[config.mk]
export PLATFORM = sky130hd
export DESIGN_NAME = fir_mac_sched
export DESIGN_NICKNAME = d
export VERILOG_FILES = /design/src/rtl/fir_pkg.sv /design/src/rtl/fir_mac_unit.sv /design/src/rtl/fir_mac_sched.sv
export SDC_FILE = /design/constraint.sdc
export NUM_CORES = 1
export LEC_CHECK = 0
export BUFFER_PORTS_ARGS = -buffer_cell sky130_fd_sc_hd__buf_4
export CAP_MARGIN = 20
export CELL_PAD_IN_SITES_DETAIL_PLACEMENT = 1
export CELL_PAD_IN_SITES_GLOBAL_PLACEMENT = 2
export CORE_UTILIZATION = 30
export DETAILED_ROUTE_END_ITERATION = 7
export MAX_ROUTING_LAYER = met4
export PLACE_DENSITY = 0.63
export SYNTH_ARGS = -nofsm -noshare
export SYNTH_HDL_FRONTEND = slang
export SYNTH_SLANG_ARGS = --single-unit
[constraint.sdc]
create_clock -name clk -period 8.5 [get_ports clk]
set_input_delay 0.85 -clock clk [delete_from_list [all_inputs] [get_ports clk]]
set_output_delay 0.85 -clock clk [all_outputs]
set_load 0.005 [all_outputs]
[src/rtl/fir_pkg.sv]
// Shared constants, state encoding and default coefficients for the time-multiplexed FIR.
package fir_pkg;

    localparam int unsigned DEF_TAPS = 4;
    localparam int unsigned DEF_DW   = 8;
    localparam int unsigned DEF_CW   = 8;
    localparam int unsigned DEF_OW   = 16;
    localparam int unsigned DEF_KW   = $clog2(DEF_TAPS);
    localparam int unsigned ACCW     = DEF_DW + DEF_CW + DEF_KW;

    localparam longint OUT_MAX = (longint'(1) << (DEF_OW - 1)) - 1;
    localparam longint OUT_MIN = -(longint'(1) << (DEF_OW - 1));

    typedef enum logic [1:0] {
        IDLE = 2'd0,
        MAC  = 2'd1,
        OUT  = 2'd2
    } state_t;

    // Reset value of coefficient k.
    function automatic int default_coef(input int k);
        return k + 1;
    endfunction

endpackage

[src/rtl/fir_mac_unit.sv]
// Shared signed multiply-accumulate with clear/enable and a saturated view of the running sum.
module fir_mac_unit
    import fir_pkg::*;
#(
    parameter int unsigned DW      = DEF_DW,
    parameter int unsigned CW      = DEF_CW,
    parameter int unsigned AW      = ACCW,
    parameter int unsigned OW      = DEF_OW,
    parameter longint      SAT_MAX = OUT_MAX,
    parameter longint      SAT_MIN = OUT_MIN
) (
    input  logic                 clk,
    input  logic                 rst_n,
    input  logic                 clr,
    input  logic                 en,
    input  logic signed [DW-1:0] x,
    input  logic signed [CW-1:0] h,
    output logic signed [OW-1:0] sat_c
);

    localparam logic signed [AW-1:0] ACC_MAX = AW'(SAT_MAX);
    localparam logic signed [AW-1:0] ACC_MIN = AW'(SAT_MIN);

    logic signed [DW+CW-1:0] prod_c;
    logic signed [AW-1:0]    sum_c;
    logic signed [AW-1:0]    acc;

    assign prod_c = x * h;
    assign sum_c  = acc + AW'(prod_c);

    always_ff @(posedge clk or negedge rst_n) begin
        if (!rst_n) begin
            acc <= '0;
        end else if (clr) begin
            acc <= '0;
        end else if (en) begin
            acc <= sum_c;
        end
    end

    // Saturation covers the sum including the current term, so the last MAC cycle can capture it directly.
    always_comb begin
        sat_c = OW'(sum_c);
        if (sum_c > ACC_MAX) begin
            sat_c = OW'(ACC_MAX);
        end else if (sum_c < ACC_MIN) begin
            sat_c = OW'(ACC_MIN);
        end
    end

endmodule

[src/rtl/fir_mac_sched.sv]
// FIR controller: sequences one shared MAC over TAPS taps per sample, with valid/ready on both sides.
module fir_mac_sched
    import fir_pkg::*;
#(
    parameter int unsigned TAPS = DEF_TAPS,
    parameter int unsigned DW   = DEF_DW,
    parameter int unsigned CW   = DEF_CW,
    parameter int unsigned OW   = DEF_OW
) (
    input  logic                       clk,
    input  logic                       rst_n,
    input  logic                       s_valid,
    output logic                       s_ready,
    input  logic signed [DW-1:0]       s_data,
    output logic                       m_valid,
    input  logic                       m_ready,
    output logic signed [OW-1:0]       m_data,
    input  logic                       cfg_we,
    input  logic [$clog2(TAPS)-1:0]    cfg_addr,
    input  logic signed [CW-1:0]       cfg_data,
    output logic                       cfg_err,
    output logic                       busy
);

    localparam int unsigned KW      = $clog2(TAPS);
    localparam int unsigned AW      = DW + CW + KW;
    localparam longint      SAT_MAX = (longint'(1) << (OW - 1)) - 1;
    localparam longint      SAT_MIN = -(longint'(1) << (OW - 1));

    state_t                state;
    logic signed [DW-1:0]  hist [TAPS];
    logic signed [CW-1:0]  coef [TAPS];
    logic [KW-1:0]         k;

    logic                  accept_c;
    logic                  addr_ok_c;
    logic                  cfg_ok_c;
    logic                  last_c;
    logic                  mac_en_c;
    logic signed [OW-1:0]  sat_c;

    generate
        if ((1 << KW) == TAPS) begin : g_pow2
            assign addr_ok_c = 1'b1;
        end else begin : g_npow2
            assign addr_ok_c = (32'(cfg_addr) < TAPS);
        end
    endgenerate

    // s_ready is high only in IDLE, so an accept implies the controller is idle.
    assign accept_c = s_valid && s_ready;
    assign cfg_ok_c = cfg_we && (state == IDLE) && !accept_c && addr_ok_c;
    assign last_c   = (k == KW'(TAPS - 1));
    assign mac_en_c = (state == MAC);

    fir_mac_unit #(
        .DW      (DW),
        .CW      (CW),
        .AW      (AW),
        .OW      (OW),
        .SAT_MAX (SAT_MAX),
        .SAT_MIN (SAT_MIN)
    ) u_mac (
        .clk   (clk),
        .rst_n (rst_n),
        .clr   (accept_c),
        .en    (mac_en_c),
        .x     (hist[k]),
        .h     (coef[k]),
        .sat_c (sat_c)
    );

    always_ff @(posedge clk or negedge rst_n) begin
        if (!rst_n) begin
            state   <= IDLE;
            k       <= '0;
            s_ready <= 1'b1;
            m_valid <= 1'b0;
            m_data  <= '0;
            cfg_err <= 1'b0;
            busy    <= 1'b0;
            for (int i = 0; i < int'(TAPS); i++) begin
                hist[i] <= '0;
                coef[i] <= CW'(default_coef(i));
            end
        end else begin
            cfg_err <= cfg_we && !cfg_ok_c;
            if (cfg_ok_c) begin
                coef[cfg_addr] <= cfg_data;
            end

            case (state)
                IDLE: begin
                    if (accept_c) begin
                        for (int i = int'(TAPS) - 1; i > 0; i--) begin
                            hist[i] <= hist[i-1];
                        end
                        hist[0] <= s_data;
                        k       <= '0;
                        s_ready <= 1'b0;
                        busy    <= 1'b1;
                        state   <= MAC;
                    end
                end
                MAC: begin
                    k <= k + KW'(1);
                    if (last_c) begin
                        k       <= '0;
                        m_data  <= sat_c;
                        m_valid <= 1'b1;
                        state   <= OUT;
                    end
                end
                OUT: begin
                    if (m_ready) begin
                        m_valid <= 1'b0;
                        s_ready <= 1'b1;
                        busy    <= 1'b0;
                        state   <= IDLE;
                    end
                end
                default: begin
                    state   <= IDLE;
                    s_ready <= 1'b1;
                    m_valid <= 1'b0;
                    busy    <= 1'b0;
                end
            endcase
        end
    end

endmodule

==> flow_metrics.env <==
export IMPL_status="finished, final reports clean"
export IMPL_firstDrtPassIters=4
export IMPL_syn_area_um2=7800
export IMPL_crit_path_top_delay_cell="dfrtp_1"
export IMPL_cts_resized_gates=0
export IMPL_regToRegStartpoint="k[1]$_DFFE_PN0P_"
export IMPL_numPortBuffers=42
export IMPL_cts_made_buffers=9
export IMPL_multiInputGateArea_um2=4690
export IMPL_fin_setup_tns_ns=0
export IMPL_worst_slew_pin_transition_ns=0.960
export IMPL_grt_pass1_vias=6175
export IMPL_cp_startpoint="k[1]$_DFFE_PN0P_"
export IMPL_yosys_area_top_type_share=0.321
export IMPL_gp_congestion=0.768
export IMPL_slew_headroom=0.360
export IMPL_clk_latency_ns=0.36
export IMPL_routed_via_density=4.71
export IMPL_synth_distinct_cells=47
export IMPL_clockBufferDepth=2
export IMPL_drc_errors=0
export IMPL_synth_edf_count=0
export IMPL_fill_cells=2801
export IMPL_rsz0062_at_grt="no"
export IMPL_path_cells="mux4_2 > and2_1 > inv_1 > fa_1 > inv_1 > fa_1 > fa_1 > fa_1 > fa_1 > ha_1 > a21oi_1 > o22a_1 > o211ai_1 > o22ai_1 > xor2_1 > o21a_1 > nor2_1 > o21ai_0"
export IMPL_slew_violations=0
export IMPL_critPathMaxFanout=19
export IMPL_htree_levels=3
export IMPL_vias=5329
export IMPL_nets=942
export IMPL_grt_antenna_before_repair=0
export IMPL_synth_nets=905
export IMPL_seq_area_um2=2660
export IMPL_skew_ns=0.00827
export IMPL_syn_to_final_growth_pct=12.5
export IMPL_die_area_um2=26700
export IMPL_yosys_top_cells_area="dfrtp_1 (32%), fa_1 (21%), nand2_1 (8.9%), ha_1 (6.9%), mux2_2 (4.8%)"
export IMPL_ys_flop_type="dfrtp_1"
export IMPL_cts_setup_buffers=0
export IMPL_ys_seq_area_frac=0.341
export IMPL_layout_min_cycle_time_ns=7.26
export IMPL_grt_pass1_wl_um=33300
export IMPL_fmaxAchievable_ghz=0.138
export IMPL_setup_viol=0
export IMPL_drv_cap=0
export IMPL_slowest_delay_ns=0.92
export IMPL_wl_per_cell_um=17.8
export IMPL_hold_start="hist[6]$_DFFE_PN0P_"
export IMPL_path_buf_inv=2
export IMPL_synth_most_common_cell="nand2_1"
export IMPL_cp_required_ns=8.77
export IMPL_worstSetupPathType="reg2reg"
export IMPL_crit_top_cell="fa_1"
export IMPL_critPathCaptureType="register"
export IMPL_rows=58
export IMPL_drt_initial_drc_count=193
export IMPL_start_kind="register"
export IMPL_hold_viol=0
export IMPL_grt_usage=0.171
export IMPL_arrival_ns=7.53
export IMPL_dpl_hpwl_um=15900
export IMPL_synth_commonest_cells="nand2_1 (185), dfrtp_1 (100), inv_1 (92)"
export IMPL_cts_hold_buf=0
export IMPL_overflow=0
export IMPL_cts_root_buf="clkbuf_16"
export IMPL_synth_warnings=0
export IMPL_diodes=0
export IMPL_fp_dieH_um=163
export IMPL_ant_nets=0
export IMPL_fp_dieW_um=163
export IMPL_core_area_um2=25300
export IMPL_initial_core_util=0.308
export IMPL_synth_largest_area_cell="dfrtp_1"
export IMPL_cp_top_family="adder cells"
export IMPL_timing_final_crit_share=0.854
export IMPL_syn_area_per_cell_um2=10.3
export IMPL_grt_max_degree=60
export IMPL_holdCritPathClass="reg2reg"
export IMPL_synthCells=759
export IMPL_wl_um=20100
export IMPL_clkTransAtPathRegs_ns=0.08
export IMPL_clock_sinks=106
export IMPL_async_flop_share=1.00
export IMPL_tritoncts="yes"
export IMPL_io_pins=43
export IMPL_drive_gt1_frac=0.170
export IMPL_ys_seq_elements=106
## cells by family after synthesis
kind of cell	after synthesis	synth area share
compound gates	76	0.0629
xor+xnor	19	0.0223
fa+ha+maj	123	0.274
buf+inv	113	0.0590
flops	106	0.341
mux	49	0.0922
simple gates	273	0.149
## cells in the final DEF (no fill, tap or decap), drive strengths merged, types with 2 or more instances in the layout
master,Yosys,layout
clkbuf,13,10
clkinv,0,2
o21a,4,4
dfstp,6,6
or2,2,2
nor3,3,3
bufinv,0,2
dfrtp,100,100
a21oi,28,28
o21ai,25,25
o211ai,2,2
ha,43,43
inv,92,93
nand2,185,185
o22ai,2,2
xnor2,12,12
mux2,33,33
a21boi,2,2
and2,36,36
mux4,15,15
buf,8,47
fa,80,80
nor2b,2,2
nor2,35,35
nand3,5,5
nand2b,2,2
a211oi,2,2
a21o,5,5
xor2,7,7
## worst register-to-register path: stages (launching register included)
cell	delay, ns
dfrtp_1	0.92
mux4_2	0.49
and2_1	0.67
inv_1	0.16
fa_1	0.56
inv_1	0.05
fa_1	0.51
fa_1	0.44
fa_1	0.58
fa_1	0.43
ha_1	0.38
a21oi_1	0.23
o22a_1	0.22
o211ai_1	0.16
o22ai_1	0.22
xor2_1	0.40
o21a_1	0.49
nor2_1	0.09
o21ai_0	0.18
## state kept, by name (all words and copies together), names as in the netlist
name,flops
state,2
s_ready,1
hist,32
cfg_err,1
u_mac.acc,18
m_data,16
coef,32
m_valid,1
busy,1
k,2
## routing by layer
layer,up-vias,GRT usage,part of all wire
met5,-,-,0
met4,0,0.0671,0.023
met3,23,0.0226,0.026
met2,60,0.274,0.50
met1,2776,0.218,0.45
li1,2470,-,-
## per-stage QoR
step	util	setup slack, ns	hold slack (ns)	area, um2	std cells
finish	0.347	1.24	0.472	8780	1131
global route	0.347	0.682	0.495	8780	1131
CTS	0.347	1.13	0.479	8780	1131
detailed placement	0.334	1.18	0.459	8460	1115
global placement	0.334	1.42	0.453	8460	1115
floorplan	-	2.29	0.441	7800	759
## worst paths after layout
check	slack (ns)	end	depth (start not counted)
setup / recovery	1.24	m_data[0]$_DFFE_PN0P_	18
hold / removal	0.47	hist[6]$_DFFE_PN0P_	2
setup reg to reg	1.24	m_data[0]$_DFFE_PN0P_	18
hold reg to reg	0.47	hist[6]$_DFFE_PN0P_	2
max in group asynchronous	6.79	u_mac.acc[11]$_DFFE_PN0P_	2
min in group asynchronous	0.57	hist[28]$_DFFE_PN0P_	1
## cell type report
type | instances | share of cell area
inverter | 92 | 0.0393
timing repair buffer | 47 | 0.0402
tap | 330 | 0.0470
clock inverter | 6 | 0.0103
sequential | 106 | 0.303
multi-input combinational | 540 | 0.534
clock buffer | 10 | 0.0261
Power is not shown: default switching activity piles up to over one toggle a cycle in this logic, so the estimate is an artifact.
